### src/rtl/dpram_port_arb_pkg.sv
// Requester ids, response-pipe entry layout and read latency for dpram_port_arb.
// DPRAM_ARB_RDREG_EN selects the registered read-data path (LAT = 2); otherwise LAT = 1.
package dpram_port_arb_pkg;

    localparam logic ID_M0 = 1'b0;
    localparam logic ID_M1 = 1'b1;

`ifdef DPRAM_ARB_RDREG_EN
    localparam int LAT = 2;
`else
    localparam int LAT = 1;
`endif

    typedef struct packed {
        logic vld;
        logic id;
    } rsp_t;

    localparam int RSP_W = $bits(rsp_t);

endpackage

### src/rtl/dpram_port_arb_rsp_pipe.sv
// Response pipe: LAT-deep {vld,id} shift register that demuxes RAM read data to the issuing master.
// Latency LAT (DPRAM_ARB_RDREG_EN adds a per-master rdata register); no backpressure, one read per cycle.
module dpram_port_arb_rsp_pipe
    import dpram_port_arb_pkg::*;
#(
    parameter int DW = 32
) (
    input  logic          clk,
    input  logic          rst,
    input  logic          push_vld_i,
    input  logic          push_id_i,
    input  logic [DW-1:0] ram_dout_i,
    output logic          m0_rvalid_o,
    output logic [DW-1:0] m0_rdata_o,
    output logic          m1_rvalid_o,
    output logic [DW-1:0] m1_rdata_o
);

    logic [LAT-1:0][RSP_W-1:0] pipe_q;
    rsp_t                      head;

    always_ff @(posedge clk or posedge rst) begin
        if (rst) begin
            pipe_q <= '0;
        end else begin
            pipe_q[0] <= {push_vld_i, push_id_i};
            for (int i = 1; i < LAT; i++) begin
                pipe_q[i] <= pipe_q[i-1];
            end
        end
    end

    assign head        = rsp_t'(pipe_q[LAT-1]);
    assign m0_rvalid_o = head.vld && (head.id == ID_M0);
    assign m1_rvalid_o = head.vld && (head.id == ID_M1);

`ifdef DPRAM_ARB_RDREG_EN
    rsp_t          stage0;
    logic [DW-1:0] rdata0_q, rdata1_q;

    assign stage0 = rsp_t'(pipe_q[0]);

    // RAM data is valid while the entry sits in stage 0; capture it for the owner only.
    always_ff @(posedge clk or posedge rst) begin
        if (rst) begin
            rdata0_q <= '0;
            rdata1_q <= '0;
        end else begin
            if (stage0.vld && (stage0.id == ID_M0)) rdata0_q <= ram_dout_i;
            if (stage0.vld && (stage0.id == ID_M1)) rdata1_q <= ram_dout_i;
        end
    end

    assign m0_rdata_o = rdata0_q;
    assign m1_rdata_o = rdata1_q;
`else
    assign m0_rdata_o = m0_rvalid_o ? ram_dout_i : '0;
    assign m1_rdata_o = m1_rvalid_o ? ram_dout_i : '0;
`endif

endmodule

### src/rtl/dpram_port_arb.sv
// Shares one DPRAM port between M0/M1 with bounded-burst round-robin; grant is same-cycle, write done at that edge.
// Read data returns LAT cycles after gnt (DPRAM_ARB_RDREG_EN: LAT=2); a requester holds its request until gnt.
module dpram_port_arb
    import dpram_port_arb_pkg::*;
#(
    parameter int AW        = 11,
    parameter int DW        = 32,
    parameter int MAX_BURST = 4
) (
    input  logic            clk,
    input  logic            rst,
    input  logic            m0_req_i,
    input  logic            m0_we_i,
    input  logic [DW/8-1:0] m0_wem_i,
    input  logic [AW-1:0]   m0_addr_i,
    input  logic [DW-1:0]   m0_wdata_i,
    output logic            m0_gnt_o,
    output logic            m0_rvalid_o,
    output logic [DW-1:0]   m0_rdata_o,
    input  logic            m1_req_i,
    input  logic            m1_we_i,
    input  logic [DW/8-1:0] m1_wem_i,
    input  logic [AW-1:0]   m1_addr_i,
    input  logic [DW-1:0]   m1_wdata_i,
    output logic            m1_gnt_o,
    output logic            m1_rvalid_o,
    output logic [DW-1:0]   m1_rdata_o,
    output logic            ram_en_o,
    output logic            ram_we_o,
    output logic [DW/8-1:0] ram_wem_o,
    output logic [AW-1:0]   ram_addr_o,
    output logic [DW-1:0]   ram_din_o,
    input  logic [DW-1:0]   ram_dout_i
);

    localparam int            CW        = $clog2(MAX_BURST + 1);
    localparam logic [CW-1:0] BURST_MAX = CW'(MAX_BURST);

    logic          last_q, last_d;
    logic [CW-1:0] cnt_q, cnt_d;
    logic          gnt0, gnt1, any_gnt, gnt_id, sel_id;

    assign sel_id = (cnt_q < BURST_MAX) ? last_q : ~last_q;

    // Grants are forced low while reset is asserted so every output reads 0 immediately.
    always_comb begin
        gnt0 = 1'b0;
        gnt1 = 1'b0;
        if (!rst) begin
            if (m0_req_i && m1_req_i) begin
                gnt0 = (sel_id == ID_M0);
                gnt1 = (sel_id == ID_M1);
            end else begin
                gnt0 = m0_req_i;
                gnt1 = m1_req_i;
            end
        end
    end

    assign any_gnt  = gnt0 | gnt1;
    assign gnt_id   = gnt1 ? ID_M1 : ID_M0;
    assign m0_gnt_o = gnt0;
    assign m1_gnt_o = gnt1;

    always_comb begin
        last_d = last_q;
        cnt_d  = cnt_q;
        if (!any_gnt) begin
            cnt_d = '0;
        end else if (gnt_id == last_q) begin
            if (cnt_q != BURST_MAX) cnt_d = cnt_q + 1'b1;
        end else begin
            last_d = gnt_id;
            cnt_d  = CW'(1);
        end
    end

    always_ff @(posedge clk or posedge rst) begin
        if (rst) begin
            last_q <= ID_M0;
            cnt_q  <= '0;
        end else begin
            last_q <= last_d;
            cnt_q  <= cnt_d;
        end
    end

    always_comb begin
        ram_we_o   = 1'b0;
        ram_wem_o  = '0;
        ram_addr_o = '0;
        ram_din_o  = '0;
        if (gnt0) begin
            ram_we_o   = m0_we_i;
            ram_wem_o  = m0_wem_i;
            ram_addr_o = m0_addr_i;
            ram_din_o  = m0_wdata_i;
        end else if (gnt1) begin
            ram_we_o   = m1_we_i;
            ram_wem_o  = m1_wem_i;
            ram_addr_o = m1_addr_i;
            ram_din_o  = m1_wdata_i;
        end
    end

    assign ram_en_o = any_gnt;

    dpram_port_arb_rsp_pipe #(
        .DW (DW)
    ) u_rsp_pipe (
        .clk         (clk),
        .rst         (rst),
        .push_vld_i  (any_gnt & ~ram_we_o),
        .push_id_i   (gnt_id),
        .ram_dout_i  (ram_dout_i),
        .m0_rvalid_o (m0_rvalid_o),
        .m0_rdata_o  (m0_rdata_o),
        .m1_rvalid_o (m1_rvalid_o),
        .m1_rdata_o  (m1_rdata_o)
    );

endmodule

### config.mk
export PLATFORM = sky130hd
export DESIGN_NAME = dpram_port_arb
export DESIGN_NICKNAME = d
export VERILOG_FILES = /design/src/rtl/dpram_port_arb_pkg.sv /design/src/rtl/dpram_port_arb_rsp_pipe.sv /design/src/rtl/dpram_port_arb.sv
export SDC_FILE = /design/constraint.sdc
export NUM_CORES = 1
export LEC_CHECK = 0
export ABC_AREA = 1
export CORE_AREA = 2 2 97 99
export DETAILED_ROUTE_END_ITERATION = 16
export DIE_AREA = 0 0 99 101
export GPL_TIMING_DRIVEN = 0
export PLACE_DENSITY_LB_ADDON = 0.2
export SLEW_MARGIN = 30
export SYNTH_ARGS = -nofsm -noshare
export SYNTH_HDL_FRONTEND = slang
export SYNTH_SLANG_ARGS = --single-unit
### constraint.sdc
create_clock -name clk -period 1.35 [get_ports clk]
set_input_delay 0.2025 -clock clk [delete_from_list [all_inputs] [get_ports clk]]
set_output_delay 0.2025 -clock clk [all_outputs]
set_load 0.1 [all_outputs]
Word-level counts from Yosys, hierarchy flattened. Index checks and enable logic that the tools add are counted.

Multipliers: 0. Bitwise gates (word level): 7. Div/mod/pow operators: 0. Shift-type cells: 0. Multiplexer cells: 19. $add $sub $neg: 1. Magnitude comparators: 1. Reduce and logical (&&, ||, !) cells: 4. Equality and inequality tests: 3.

Operator list (number): 2-to-1 mux 32 bit (4); 2-to-1 mux 11 bit (2); 2-to-1 mux 3 bit (3); 2-to-1 mux 1 bit (8); 2-to-1 mux 4 bit (2); NOT 1 bit (5); adder 3 x 1 -> 3 bit, second input constant (1); logical AND 1 bit (3); < comparator 3 bit, second input constant (1); != test 3 x 2 -> 1 bit, second input constant (1); != test 3 bit, second input constant (1); AND reduction 2 bit (1); AND 1 bit (1); equality test 1 bit (1); OR 1 bit (1).

Flip-flop bits (word level): 6. Latch bits: 0. Output and inout port bits: 117. Bits in writable memories: 0. Word-level logic and storage cells: 38. Bits of input ports: 132. Memory bits (read-only): 0. Memories: 0.

Logic depth before layout (Yosys ltp). Gate-level depths: netlist of run 1.

Depth after elaboration: 8. Gate-level depth with buffers: 10.

By module. From an unflattened synthesis of run 1, not the netlist that was laid out.

Cell total of the unflattened synthesis: 307. Area, all modules: 1373.8 µm².

By module, submodules not included: dpram_port_arb (area each 903.4 µm², times used 1, cells an instance 197); dpram_port_arb_rsp_pipe (area each 470.5 µm², times used 1, cells an instance 110).

Worst setup path after synthesis of run 1. OpenSTA, ideal clock, no wires.

Path type: register to output. Start point: reg u_rsp_pipe.pipe_q, in the netlist u_rsp_pipe.head[0]. End point: out m0_rdata_o[0]. Arrival time: 3.470 ns. Setup slack: -2.323 ns. Required time: 1.148 ns. Stages on the path, launching flop included: 5. Cell sequence: dfrtp_1 > nor2_1 > inv_1 > clkbuf_1 > nor2_1.

Longest elaborated chain between the ends: 3.

RTL lines: from (decl) (line dpram_port_arb_rsp_pipe.sv:19) `logic [LAT-1:0][RSP_W-1:0] pipe_q;`; from (signal, indexed assignment) (line dpram_port_arb_rsp_pipe.sv:28) `pipe_q[i] <= pipe_q[i-1];`; NOT 1 bit (line dpram_port_arb_rsp_pipe.sv:34) `assign m0_rvalid_o = head.vld && (head.id == ID_M0);`; logical AND 1 bit (line dpram_port_arb_rsp_pipe.sv:34); net m0_rvalid_o (line dpram_port_arb.sv:18) `output logic m0_rvalid_o,`; 2-to-1 mux 32 bit (line dpram_port_arb_rsp_pipe.sv:57) `assign m0_rdata_o = m0_rvalid_o ? ram_dout_i : '0;`; to (decl) (line dpram_port_arb.sv:19) `output logic [DW-1:0] m0_rdata_o,`.

The timed path passes the listed nets, and every way through them passes these cells.

Worst setup path after layout of run 1.
Start point: reg last_q. End point: out ram_din_o[26].

Longest elaborated chain between the ends: 6. Elaborated cells on any way between the ends: 9.

RTL lines: from (decl) (line dpram_port_arb.sv:39) `logic last_q, last_d;`; from (signal assigned) (line dpram_port_arb.sv:83) `last_q <= last_d;`; NOT 1 bit (line dpram_port_arb.sv:43) `assign sel_id = (cnt_q < BURST_MAX) ? last_q : ~last_q;`; 2-to-1 mux 1 bit * (line dpram_port_arb.sv:43); 2-to-1 mux 1 bit or NOT 1 bit (tied branches) (line dpram_port_arb.sv:50, dpram_port_arb.sv:51); 2-to-1 mux 1 bit, on equally long branches (line dpram_port_arb.sv:49, dpram_port_arb.sv:50); 2-to-1 mux 32 bit or 2-to-1 mux 1 bit (tied branches) (line dpram_port_arb.sv:98, dpram_port_arb.sv:49); 2-to-1 mux 32 bit * (line dpram_port_arb.sv:93) `if (gnt0) begin`; to (decl) (line dpram_port_arb.sv:32) `output logic [DW-1:0] ram_din_o,`.

Mark *: on every way between the ends. The rest lies on a longest branch, timed or not.

==> results_dict.tcl, run 1 <==
set metrics [dict create \
    synth_commonest_cells "154 x nand2_1, 70 x nor2_1, 44 x inv_1" \
    wl_per_cell_um 21.3 \
    tns_ns -43.75 \
    finalSetupViolations 119 \
    required_ns 1.15 \
    numCtsBuffers 3 \
    via_count 3271 \
    p_sw_uw 2730 \
    start_util_pct 15.1 \
    ios 249 \
    r2r_end "cnt_q[0]" \
    ys_seq_area_share_pct 11.1 \
    worst_path_max_delay_cell "dfrtp_1" \
    combPwrFrac_pct 90.0 \
    r2r_slack_ns -0.17 \
    cpPeakStageDelay_ns 0.44 \
    r2r_cells 7 \
    die_x_um 99 \
    yosysTopAreaCell "nand2_1" \
    violations "setup timing" \
    hold_viol 0 \
    synth_flop_cell "dfrtp_1" \
    die-height_um 101 \
    clock_skew_ns 0.00337 \
    hold_class "in -> async" \
    cp_cell_sequence "inv_2, nand2_4, nand2_1, nand2_1, nand2_2, inv_6, buf_12, buf_16, nand2_8, nand2_8, buf_12" \
    maxCapViolCount 0 \
    cts_htree_levels 1 \
    clk_pin_slew_worst_paths_ns 0.04 \
    place_hpwl_um 7980 \
    synth_area_leaders "nand2_1 43%, nor2_1 19%, inv_1 12%" \
    dp_cells 665 \
    synth_area_um2 1360 \
    wl_um 15200 \
    yosysMostFrequentCell "nand2_1" \
    netlist_instances 306 \
    antenna_found_initial 0 \
    leakage_uw 0.00347 \
    insertion_delay_ns 0.23 \
    grt_pass1_wl_um 17400 \
    final_util_pct 94.2 \
    synth.net_count 440 \
    status "finished with violations" \
    drive_gt1_share_pct 69.5 \
    finalNetCount 740 \
    worst_pin_slew_ns 0.334 \
    period_share_pct 147 \
    gp_routability_congestion 0.816 \
    cp.arrival_ns 1.78 \
    synth_area_per_cell_um2 4.44 \
    critPathBufInv 5 \
    p_per_area_nw_per_um2 577 \
    ir_drop_mv 0.416 \
    drtPass1Iterations 4 \
    grt_remaining_overflow 0 \
    slew-limit-headroom_pct 77.8 \
    post_synth_num_cell_types 16 \
    post-route-min-period_ns 1.99 \
    intPower_uw 2150 \
    area_delta_synth_final_pct 523 \
    rsz0062_at_grt "true" \
    routed_via_density 4.57 \
    die_area_um2 10000 \
    path_delay_family "buffers and inverters" \
    core_region_area_um2 8980 \
    drtIter0Drc 67 \
    grt_max_degree 12 \
    p_sw_share_pct 55.9 \
    p_seq_share_pct 4.4 \
    drt.antenna.violating_nets 0 \
    grt_pass1_vias 3401 \
    cts_num_sinks 6 \
    drc 0 \
    power_frac_clock_pct 5.6 \
    crit_type "reg -> out" \
    cts_tree "yes" \
    antenna_cells 0 \
    cts_buffer_depth 2 \
    crit_fanout 8 \
    end_kind "primary output" \
    synth_seq_cells 6 \
    post-synth-top-area-fraction_pct 42.6 \
    synth_edf_count 0 \
    finalNonFillerCells 715 \
    num_rows 35 \
    dp_slack_ns -1.81 \
    crit-reg2reg-launch "cnt_q[0]" \
    clock.fmax_mhz 503 \
    grt_usage_pct 21.8 \
    worst_slack_ns -0.636 \
    root_buffer "clkbuf_8" \
    synthArstFlopShare_pct 100 \
    place.port_buffers 248 \
    ys.warnings.count 0 \
    drv_slew 0 \
    cp-start-kind "flop" \
]
==> metal layers <==
layer / global-route usage [%] / wire (µm) / vias up
met5: 0 / 0 / -
met4: 9.48 / 629 / 0
met3: 4.23 / 818 / 42
met2: 44.7 / 8870 / 189
met1: 20.6 / 4880 / 1568
li1: - / - / 1472
==> layout by cell type, fill, tap and decap left out, types with 2 or more instances in the layout <==
cell type and n:
buf_4 18, buf_16 4, nand2_4 43, clkbuf_16 6, nand2_1 5, nand2_8 88
dlygate4sd2_1 3, dfrtp_2 2, nand3_4 3, inv_6 2, nor2_2 4, buf_6 12
nor2_4 66, clkbuf_8 3, clkdlybuf4s50_1 128, inv_1 38, nand2_2 19, dfrtp_1 4
o21ai_0 3, inv_2 5, ha_1 2, buf_8 2, buf_12 138
==> sequential cells by signal, summed over array words and instances, names as in the netlist <==
register and cells:
cnt_q 3, last_q 1, u_rsp_pipe.head 2
==> kinds of logic after synthesis <==
group | share of synthesized area [%]
flip-flops | 11.1
buffers and inverters | 20.2
AND/OR/NAND/NOR | 64.8
adder cells (fa/ha/maj) | 1.84
AO/OA/AOI/OAI | 1.47
XOR/XNOR | 0.645
==> metrics by stage <==
step / power (µW) / hold WS [ns] / instance area (µm²)
6_report: 4880 / 0.181 / 8460
4_1_cts: 4460 / 0.159 / 7440
5_1_grt: 5000 / 0.207 / 8460
3_3_place_gp: 3510 / 0.568 / 6190
3_5_place_dp: 3530 / 0.588 / 6190
2_1_floorplan: 2630 / -0.00654 / 3570
==> power groups by stage <==
| stage | clock network, µW | logic (µW) | registers (µW) |
|---|---|---|---|
| floorplan | 0 | 2420 | 204 |
| CTS | 267 | 3990 | 205 |
| global placement | 0 | 3300 | 206 |
| global route | 293 | 4500 | 214 |
| finish | 274 | 4390 | 213 |
| detailed placement | 0 | 3330 | 206 |
==> final cells by class <==
| type | instances | area (µm²) |
|---|---|---|
| Clock buffer | 3 | 41.3 |
| Inverter | 47 | 198 |
| Multi-Input combinational cell | 237 | 3290 |
| Fill cell | 215 | 522 |
| Buffer | 15 | 308 |
| Tap cell | 111 | 139 |
| Timing Repair Buffer | 296 | 4320 |
| Sequential cell | 6 | 153 |
==> worst max path at each step <==
stage / startpoint / to / slack [ns] / cells past startpoint
floorplan: u_rsp_pipe.head[1] / m0_rdata_o[0] / -0.63 / 5
global placement: m1_req_i / ram_din_o[29] / -1.79 / 10
detailed placement: rst / ram_din_o[29] / -1.81 / 9
CTS: last_q / ram_addr_o[3] / -0.55 / 11
global route: last_q / ram_din_o[29] / -0.70 / 11
finish: last_q / ram_din_o[26] / -0.64 / 11
==> what timing repair did <==
action | in CTS | in global routing
pin swaps | 15 | 11
hold endpoints to repair | 0 | 0
setup endpoints to repair | 118 | 122
buffers inserted | 36 | 17
gates resized for setup | 917 | 250
hold buffers | 0 | 0
gates cloned | 4 | 6
Power figures use the tool's default switching activity.
==> inputs of run 2 (changes only) <==
--- a/config.mk
+++ b/config.mk
@@ -9,7 +9,6 @@
 export CORE_AREA = 2 2 97 99
 export DETAILED_ROUTE_END_ITERATION = 16
 export DIE_AREA = 0 0 99 101
-export GPL_TIMING_DRIVEN = 0
 export PLACE_DENSITY_LB_ADDON = 0.2
 export SLEW_MARGIN = 30
 export SYNTH_ARGS = -nofsm -noshare
==> run 2 against run 1 <==
Against the previous run: power increased by 2.3%; critical path depth decreased by 1; wire length increased by 27%; the run still ends with setup timing left; sequential power about the same; final cell count increased by 1.7%; cell area increased by 1.1%; largest cell class unchanged.
==> results_dict.tcl, run 2 (synthesized netlist as in run 1, its figures left out) <==
set metrics [dict create \
    status "finished with violations" \
    violations "setup timing" \
    grt_pass1_vias 3876 \
    place.port_buffers 248 \
    crit-reg2reg-launch "last_q" \
    worst_pin_slew_ns 0.442 \
    end_kind "primary output" \
    cts_tree "yes" \
    wl_um 19300 \
    timing.hold.ws_ns 0.166 \
    grt_usage_pct 28.0 \
    die_x_um 99 \
    rsz0062_at_grt "true" \
    clock_skew_ns 0.000654 \
    core_region_area_um2 8980 \
    cts_num_sinks 6 \
    start_util_pct 15.1 \
    period_share_pct 146 \
    cp-start-kind "flop" \
    hold_class "in -> async" \
    die-height_um 101 \
    die_area_um2 10000 \
    final_util_pct 95.2 \
    crit_fanout 7 \
    fill_cells 187 \
    grt_pass1_wl_um 21600 \
    p_per_area_nw_per_um2 584 \
    ios 249 \
    drive_gt1_share_pct 69.8 \
    area_delta_synth_final_pct 530 \
    num_rows 35 \
    fin_area_um2 8550 \
    r2r_cells 12 \
    root_buffer "clkbuf_8" \
    insertion_delay_ns 0.23 \
    drc 0 \
    required_ns 1.15 \
    drtPass1Iterations 6 \
    grt_max_degree 14 \
    drv_slew 0 \
    drtIter0Drc 74 \
    final_common_cell "buf_12" \
    leakage_uw 0.00352 \
    hold_viol 0 \
    worst_slack_ns -0.615 \
    ir_drop_mv 0.437 \
    grt_remaining_overflow 0 \
    finalNetCount 749 \
    slew-limit-headroom_pct 70.2 \
    crit_type "reg -> out" \
    cp.arrival_ns 1.76 \
    dp_slack_ns -0.594 \
    cts_buffer_depth 2 \
    finalNonFillerCells 727 \
    dp_cells 686 \
    largest_reg_flops 3 \
    via_count 3588 \
    clock.fmax_mhz 509 \
    cts_hold_buf 0 \
    maxCapViolCount 0 \
    wl_per_cell_um 26.5 \
    regMostFlops "cnt_q" \
    antenna_found_initial 1 \
    gp_routability_congestion 0.815 \
    post-route-min-period_ns 1.97 \
    cts_htree_levels 1 \
    layout_common_cells "139 x buf_12, 128 x clkdlybuf4s50_1, 90 x nand2_8" \
    numCtsBuffers 3 \
    critical_path.startpoint "cnt_q[2]" \
    clk_pin_slew_worst_paths_ns 0.04 \
    place_hpwl_um 9740 \
    finalSetupViolations 117 \
    routed_via_density 4.94 \
    place_area_um2 7540 \
    drt.antenna.violating_nets 0 \
]
[run 2: layout make-up]
cell class | instances | area, µm² | area share (%)
clock buffer | 3 | 41.3 | 0.483
antenna | 3 | 7.51 | 0.0878
inverter | 47 | 203 | 2.37
timing repair buffer | 319 | 4660 | 54.5
sequential | 6 | 155 | 1.81
tap | 111 | 139 | 1.62
multi-input combinational | 238 | 3350 | 39.1
[run 2: power breakdown]
part	total (µW)	internal (µW)	switching [µW]
clock network	283	193	90.4
registers	214	196	18.0
logic	4490	1780	2720
total	4990	2160	2830
[run 2: critical path: stages, from the launching register on]
cell and delay [ns]:
dfrtp_2 0.44, inv_2 0.08, nand2_4 0.08, nand3_4 0.11
nand2_4 0.12, clkinv_8 0.10, buf_12 0.16, buf_4 0.14
nand2_4 0.09, nand2_8 0.05, buf_12 0.16
[run 2: worst paths after layout]
kind                                       to  slack (ns)
hold reg to reg                      cnt_q[1]        0.74
setup / recovery                ram_addr_o[0]       -0.62
setup reg to reg           u_rsp_pipe.head[1]       -0.27
hold / removal                       cnt_q[0]        0.17
min in group clk                     cnt_q[1]        0.74
max in group asynchronous  u_rsp_pipe.head[0]        0.94
[run 2: per-stage QoR]
stage | power (µW) | TNS (ns)
floorplan | 2630 | -30.86
CTS | 4730 | -36.71
finish | 4990 | -48.13
global route | 5090 | -52.01
global placement | 4110 | -25.35
detailed placement | 4160 | -29.11
[run 2: layer usage]
metal / vias up / GRT usage, % / share of wire (%)
met5: - / 0 / 0
met4: 0 / 11.5 / 6.3
met3: 93 / 7.28 / 6.7
met2: 271 / 58.2 / 58
met1: 1721 / 25.1 / 29
li1: 1503 / - / -
[run 2: what timing repair did]
| item | in CTS | in global routing |
|---|---|---|
| cloned | 4 | 1 |
| buffers inserted | 30 | 10 |
| gates resized for setup | 84 | 44 |
| endpoints found under the setup margin | 117 | 120 |
| pin swaps | 27 | 17 |
